==> src/rtl/opb_sim2ppc_pkg.sv <==
// Shared definitions for the simulink-to-PPC snapshot register block.
// Holds the word map, the handshake states and the STATUS word layout.
package opb_sim2ppc_pkg;

  localparam logic [1:0] WORD_DATA   = 2'd0;
  localparam logic [1:0] WORD_STATUS = 2'd1;
  localparam logic [1:0] WORD_TS     = 2'd2;

  typedef enum logic [1:0] {
    IDLE = 2'd0,
    ACK  = 2'd1,
    DONE = 2'd2
  } xfer_state_e;

  // STATUS word layout: {upd_cnt[15:0], 14'b0, overrun, new_flag}
  localparam int NEW_BIT = 0;
  localparam int OVR_BIT = 1;
  localparam int CNT_LSB = 16;
  localparam int CNT_W   = 16;

  // Write-one-to-clear controls, in OPB big-endian bit numbering.
  localparam int CLR_OVR_DBIT = 31;
  localparam int CLR_CNT_DBIT = 30;
  localparam int STATUS_BE    = 3;

  function automatic logic [31:0] pack_status(input logic [CNT_W-1:0] cnt,
                                              input logic             ovr,
                                              input logic             nflag);
    logic [31:0] s;
    s                    = '0;
    s[CNT_LSB +: CNT_W]  = cnt;
    s[OVR_BIT]           = ovr;
    s[NEW_BIT]           = nflag;
    return s;
  endfunction

endpackage

==> src/rtl/opb_slave_xfer_fsm.sv <==
// OPB slave address decode and IDLE/ACK/DONE handshake.
// Issues one registered ack per select assertion; latches direction and word index at the hit.
module opb_slave_xfer_fsm
  import opb_sim2ppc_pkg::*;
#(
  parameter int unsigned               C_OPB_AWIDTH = 32,
  parameter logic [C_OPB_AWIDTH-1:0]   C_BASEADDR   = 32'h0101_0800,
  parameter logic [C_OPB_AWIDTH-1:0]   C_HIGHADDR   = 32'h0101_08FF
) (
  input  logic                  clk,
  input  logic                  rst_n,
  input  logic                  i_select,
  input  logic [0:C_OPB_AWIDTH-1] i_abus,
  input  logic                  i_rnw,
  output logic                  o_ack,
  output logic                  o_ack_rd,
  output logic                  o_ack_wr,
  output logic [1:0]            o_word_idx
);

  xfer_state_e r_state;
  xfer_state_e w_next;
  logic        r_rnw;
  logic [1:0]  r_idx;
  logic        w_hit;

  assign w_hit = i_select && (i_abus >= C_BASEADDR) && (i_abus <= C_HIGHADDR);

  // NOTE: next-state is assigned a default before the case so no path leaves it
  // unassigned; a missing default here would infer a latch.
  always_comb begin
    w_next = r_state;
    case (r_state)
      IDLE:    if (w_hit) w_next = ACK;
      ACK:     w_next = DONE;
      DONE:    if (!i_select) w_next = IDLE;
      default: w_next = IDLE;
    endcase
  end

  // NOTE: sequential state uses non-blocking assignments so every flop samples
  // pre-edge values; blocking here would create order-dependent simulation races.
  always_ff @(posedge clk or negedge rst_n) begin
    if (!rst_n) begin
      r_state <= IDLE;
      r_rnw   <= 1'b0;
      r_idx   <= WORD_DATA;
    end else begin
      r_state <= w_next;
      if (r_state == IDLE && w_hit) begin
        r_rnw <= i_rnw;
        r_idx <= i_abus[C_OPB_AWIDTH-4:C_OPB_AWIDTH-3];
      end
    end
  end

  assign o_ack      = (r_state == ACK);
  assign o_ack_rd   = o_ack &  r_rnw;
  assign o_ack_wr   = o_ack & ~r_rnw;
  assign o_word_idx = r_idx;

endmodule

==> src/rtl/opb_register_simulink2ppc_snap.sv <==
// OPB slave publishing a fabric data word to the PPC: DATA, STATUS (W1C) and optional TIMESTAMP.
// Define SIM2PPC_TIMESTAMP_EN to add the free-running cycle counter and capture register on word 2.
module opb_register_simulink2ppc_snap
  import opb_sim2ppc_pkg::*;
#(
  parameter logic [31:0] C_BASEADDR   = 32'h0101_0800,
  parameter logic [31:0] C_HIGHADDR   = 32'h0101_08FF,
  parameter int unsigned C_OPB_AWIDTH = 32,
  parameter int unsigned C_OPB_DWIDTH = 32,
  parameter              C_FAMILY     = "virtex6"
) (
  input  logic                    OPB_Clk,
  input  logic                    OPB_Rst_n,
  input  logic [0:C_OPB_AWIDTH-1] OPB_ABus,
  input  logic [0:C_OPB_DWIDTH/8-1] OPB_BE,
  input  logic [0:C_OPB_DWIDTH-1] OPB_DBus,
  input  logic                    OPB_RNW,
  input  logic                    OPB_select,
  input  logic                    OPB_seqAddr,
  output logic [0:C_OPB_DWIDTH-1] Sl_DBus,
  output logic                    Sl_xferAck,
  output logic                    Sl_errAck,
  output logic                    Sl_retry,
  output logic                    Sl_toutSup,
  input  logic [31:0]             user_data_in,
  input  logic                    user_data_valid
);

  logic             w_ack;
  logic             w_ack_rd;
  logic             w_ack_wr;
  logic [1:0]       w_word_idx;

  logic [31:0]      r_data;
  logic [CNT_W-1:0] r_cnt;
  logic             r_new;
  logic             r_ovr;

  logic             w_status_wr;
  logic             w_clr_ovr;
  logic             w_clr_cnt;
  logic             w_data_rd;
  logic [31:0]      w_ts_word;
  logic [31:0]      w_rd_word;
  logic             w_unused;

  opb_slave_xfer_fsm #(
    .C_OPB_AWIDTH (C_OPB_AWIDTH),
    .C_BASEADDR   (C_BASEADDR[C_OPB_AWIDTH-1:0]),
    .C_HIGHADDR   (C_HIGHADDR[C_OPB_AWIDTH-1:0])
  ) u_xfer (
    .clk        (OPB_Clk),
    .rst_n      (OPB_Rst_n),
    .i_select   (OPB_select),
    .i_abus     (OPB_ABus),
    .i_rnw      (OPB_RNW),
    .o_ack      (w_ack),
    .o_ack_rd   (w_ack_rd),
    .o_ack_wr   (w_ack_wr),
    .o_word_idx (w_word_idx)
  );

  // Bus write data and byte enables are held by the master until ack, so they are used live.
  assign w_status_wr = w_ack_wr && (w_word_idx == WORD_STATUS) && OPB_BE[STATUS_BE];
  assign w_clr_ovr   = w_status_wr && OPB_DBus[CLR_OVR_DBIT];
  assign w_clr_cnt   = w_status_wr && OPB_DBus[CLR_CNT_DBIT];
  assign w_data_rd   = w_ack_rd && (w_word_idx == WORD_DATA);

  // A capture in the ack cycle wins over the read/W1C side effects of that ack.
  // NOTE: the published data word is an ordinary register, so it is cleared by
  // reset like the flags; only true RAM arrays are left out of reset.
  always_ff @(posedge OPB_Clk or negedge OPB_Rst_n) begin
    if (!OPB_Rst_n) begin
      r_data <= '0;
      r_cnt  <= '0;
      r_new  <= 1'b0;
      r_ovr  <= 1'b0;
    end else begin
      r_new <= user_data_valid | (r_new & ~w_data_rd);
      r_ovr <= (user_data_valid & r_new) | (r_ovr & ~w_clr_ovr);
      if (user_data_valid) begin
        r_data <= user_data_in;
        r_cnt  <= (w_clr_cnt ? '0 : r_cnt) + 1'b1;
      end else if (w_clr_cnt) begin
        r_cnt  <= '0;
      end
    end
  end

`ifdef SIM2PPC_TIMESTAMP_EN
  logic [31:0] r_cyc;
  logic [31:0] r_ts;

  always_ff @(posedge OPB_Clk or negedge OPB_Rst_n) begin
    if (!OPB_Rst_n) begin
      r_cyc <= '0;
      r_ts  <= '0;
    end else begin
      r_cyc <= r_cyc + 32'd1;
      if (user_data_valid) r_ts <= r_cyc;
    end
  end

  assign w_ts_word = r_ts;
`else
  assign w_ts_word = '0;
`endif

  always_comb begin
    w_rd_word = '0;
    case (w_word_idx)
      WORD_DATA:   w_rd_word = r_data;
      WORD_STATUS: w_rd_word = pack_status(r_cnt, r_ovr, r_new);
      WORD_TS:     w_rd_word = w_ts_word;
      default:     w_rd_word = '0;
    endcase
  end

  // Read data is gated by the registered ack so the OR-bus sees zeros otherwise.
  assign Sl_DBus    = w_ack_rd ? w_rd_word : '0;
  assign Sl_xferAck = w_ack;
  assign Sl_errAck  = 1'b0;
  assign Sl_retry   = 1'b0;
  assign Sl_toutSup = 1'b0;

  // Inputs the register map never looks at.
  assign w_unused = ^{OPB_seqAddr, OPB_BE[0:STATUS_BE-1], OPB_DBus[0:CLR_CNT_DBIT-1], C_FAMILY};

endmodule

==> config.mk <==
export PLATFORM = sky130hd
export DESIGN_NAME = opb_register_simulink2ppc_snap
export DESIGN_NICKNAME = d
export VERILOG_FILES = /design/src/rtl/opb_sim2ppc_pkg.sv /design/src/rtl/opb_slave_xfer_fsm.sv /design/src/rtl/opb_register_simulink2ppc_snap.sv
export SDC_FILE = /design/constraint.sdc
export NUM_CORES = 1
export LEC_CHECK = 0
export ABC_CLOCK_PERIOD_IN_PS = 5900
export BUFFER_PORTS_ARGS = -buffer_cell sky130_fd_sc_hd__buf_2
export CORE_MARGIN = 2
export CORE_UTILIZATION = 49
export CTS_CLUSTER_DIAMETER = 120
export DETAILED_ROUTE_END_ITERATION = 16
export PLACE_DENSITY_LB_ADDON = 0.1
export SYNTH_ARGS = -nofsm -noshare
export SYNTH_HDL_FRONTEND = slang
export SYNTH_SLANG_ARGS = --single-unit
==> constraint.sdc <==
create_clock -name OPB_Clk -period 5.9 [get_ports OPB_Clk]
set_input_delay 0.59 -clock OPB_Clk [delete_from_list [all_inputs] [get_ports OPB_Clk]]
set_output_delay 0.59 -clock OPB_Clk [all_outputs]
set_load 0.03 [all_outputs]
==> metrics.md <==
| Metric | Value |
|---|---|
| Clock Sinks | `between 50 and 60` |
| Multiplexer share of the synthesized area | `22.2%` |
| DRC | `0` |
| Layout overhead on the synthesized area | `22.7%` |
| First-pass GRT wire length | `roughly 9000 um` |
| Clock share of power | `between 20% and 30%` |
| Worst Max-Slew Pin Slew | `between 800 and 900 ps` |
| Skew final | `6.69 ps` |
| F_max | `289 MHz` |
| Sequential fraction of the synthesis area | `50.3%` |
| Via count | `just over 2k` |
| Largest net degree at the start of global routing | `56` |
| Switching share of power | `between 20% and 30%` |
| FP Rows | `27` |
| Leak | `1.63 nW` |
| I/O pin count | `142` |
| CTS Hold Bufs | `0` |
| RSZ-0062 raised after global routing | `no` |
| Reg clk slew, reported paths | `roughly 90 ps` |
| VDD IR max | `between 0.1 and 0.15 mV` |
| NumNets Final | `439` |
| Die X | `approximately 79 um` |
| Pre-Repair DR Iteration Count | `4` |
| Layout cells sized above 1 | `a little over two fifths` |
| Core area | `approximately 0.0054 mm^2` |
| Outcome | `finished clean` |
| R2R depth | `9` |
| Final core occ | `~62%` |
| Clk buf depth | `2` |
| Synth Register Bits | `55` |
| Crit path launch type | `flip-flop` |
| Setup ws final | `2440 ps` |
| First DRT Iteration DRCs | `64` |
| Initial Util | `approximately half` |
| Yosys cell types | `38` |
| Routed WL per cell | `13.8 um` |
| Comb pwr share | `14.7%` |
| TritonCTS Buffers | `5` |
| DP Worst Slack | `about 2700 ps` |
| M3 GR Usage | `under 10%` |
| NetSw | `approximately 0.22 mW` |
| Initial antenna violation count | `0` |
| Finished Cell Area | `between 0.003 and 0.004 mm^2` |
| Most Used Layer, Global Route | `met2` |
| Crit Path Class | `reg -> out` |
| Mapped Area | `between 0.002 and 0.003 mm^2` |
| Synth Instances | `~240` |
| Max-cap violations | `0` |
| Yosys warnings | `0` |
| PwrDens | `around 250 mW/mm^2` |
| Final min period | `3460 ps` |
| Synth Area in XOR/XNOR | `under 10%` |
| H-tree levels | `2` |
| Reg2reg setup slack | `3140 ps` |
| GR Util All Layers | `between 10% and 20%` |
| Setup crit end | `Sl_DBus[18]` |
| Final Setup Violations | `0` |
| Reg2reg end | `r_cnt[12]` |
| Int Pwr | `about 0.6 mW` |
| Syn avg cell area | `11.5 um^2` |
| Final hold slack | `about 390 ps` |
| Critical path origin | `u_xfer.r_state[1]` |
| Congestion Overflow GR | `0` |
| Final hold vios | `0` |
| Vias in the first global route | `~2.0k` |
| Arrival @ worst endpoint | `~2900 ps` |
| Top cell type's share of synthesized area | `between 50 and 60%` |
| CTS resizes | `0` |
| Hpwl dp | `3940 um` |
| Synth area leader | `dfrtp_1` |
| Setup TNS | `0 ps` |
| DRT Wirelength | `around 5600 um` |
| Post-Synth Simple-Gate Area | `18.8%` |
| Synth Area in Compound Gates | `1.37%` |
| CP Data Required Time | `roughly 5300 ps` |
| Tcrit/Tclk final | `roughly three fifths` |
| Hold WC Path Type | `in -> async` |
| Clock Tree Root | `clkbuf_8` |
| Pins Over Slew Limit | `0` |
| Clk_lat worst skew | `between 300 and 400 ps` |
| Largest family of logic cells by synthesized area | `multiplexers` |
| Die footprint | `between 0.006 and 0.007 mm^2` |
| Met2 usage in global routing | `a little under a third` |
| Seq pwr share | `between 50% and 60%` |
| Antenna-violating nets left | `0` |
| Gpl congestion | `about 0.75` |
| Vias/cell | `5.05` |
| Critical Path Sink Type | `output port` |
| Slew headroom | `approximately two fifths` |
| Diode count | `0` |
| Synth top area cells | `dfrtp_1, mux2_2, mux2i_1` |
| CP Max Fanout | `20` |
| Post-CTS repair timing setup buffer count | `0` |
| Quantity of I/O buffers inserted on ports | `approximately 100` |
| Met1 Track Usage GR | `22.1%` |
| Post-synthesis adder-cell area fraction | `0.458%` |
| CTS tree | `built` |
| Worst r2r src | `u_xfer.o_word_idx[0]` |
| Height of the die | `78.7 um` |
| Placed Area | `between 0.003 and 0.004 mm^2` |
==> power by group through the flow <==
| stage | clock network (mW) | logic [mW] | registers [mW] |
|---|---|---|---|
| 2_1_floorplan | 0 | 0.0948 | 0.452 |
| 3_3_place_gp | 0 | 0.119 | 0.469 |
| 3_5_place_dp | 0 | 0.123 | 0.472 |
| 4_1_cts | 0.248 | 0.124 | 0.464 |
| 5_1_grt | 0.262 | 0.141 | 0.472 |
| 6_report | 0.242 | 0.122 | 0.465 |
==> synthesized netlist by cell type (all sizes together) <==
| library cell | instances |
|---|---|
| nor4b | 3 |
| nand2 | 8 |
| or2 | 1 |
| dfrtp | 55 |
| mux2 | 36 |
| and3 | 3 |
| a21oi | 2 |
| buf | 14 |
| nor3 | 2 |
| nand2b | 4 |
| mux2i | 20 |
| nand3b | 2 |
| nand3 | 5 |
| clkbuf | 1 |
| o21ai | 3 |
| a22o | 1 |
| conb | 1 |
| ha | 1 |
| or3 | 2 |
| xnor2 | 4 |
| nor2 | 31 |
| nand4 | 7 |
| inv | 1 |
| and2b | 1 |
| and4 | 2 |
| and2 | 16 |
| and4bb | 1 |
| nor4 | 4 |
| xor2 | 7 |
==> critical path, cell delays in order, from the launching register on <==
cell	delay, ps
dfrtp_1	400
and2b_1	320
nand3b_1	620
nor2_1	790
and2_1	230
buf_2	200
==> per-layer routing <==
metal | wire length (um) | up-vias
li1 | - | 1002
met1 | 2400 | 977
met2 | 2750 | 57
met3 | 347 | 6
met4 | 77 | 0
met5 | 0 | -
==> kinds of logic after synthesis <==
logic type      count (synthesis)
simple gates                   92
buf+inv                        16
compound gates                  6
flops                          55
fa+ha+maj                       1
other cells                     1
mux                            56
xor+xnor                       11
==> cell usage in the layout (no fill, tap or decap), types with 4 or more instances in the layout <==
cell type and n:
clkbuf_8 5, xnor2_1 4, xor2_1 7, mux2_2 33
dfrtp_1 55, nor2_1 30, mux2i_1 20, nand4_1 6
and2_1 16, nand2_1 8, nand2b_1 4, buf_2 98
nor4_1 4
==> worst min path at each step <==
stage,from,end,slack (ps)
6_report,OPB_Rst_n,r_data[2],390
5_1_grt,OPB_Rst_n,r_data[2],460
4_1_cts,OPB_Rst_n,r_data[11],420
3_5_place_dp,r_data[8],r_data[8],490
3_3_place_gp,u_xfer.o_word_idx[1],u_xfer.o_word_idx[1],480
2_1_floorplan,OPB_Rst_n,r_cnt[0],290
==> sequential cells by signal (all words and copies together) (netlist names) <==
signal / cells
r_data: 32
u_xfer.r_rnw: 1
r_ovr: 1
u_xfer.r_state: 2
r_cnt: 16
r_new: 1
u_xfer.o_word_idx: 2
==> stage by stage <==
step	power (mW)	cells
2_1_floorplan	0.547	240
5_1_grt	0.874	404
3_3_place_gp	0.589	397
3_5_place_dp	0.595	397
4_1_cts	0.836	404
6_report	0.829	404
==> layout make-up <==
cell class | instances | area [um^2]
fillers | 487 | 2080
clock inverters | 1 | 30.0
clock buffers | 6 | 72.6
flip-flops and latches | 55 | 1380
well taps | 72 | 90.1
inverters | 1 | 3.75
multi-input cells | 169 | 1280
repair buffers | 100 | 505
Note: power is estimated with default switching activity, not from simulation.
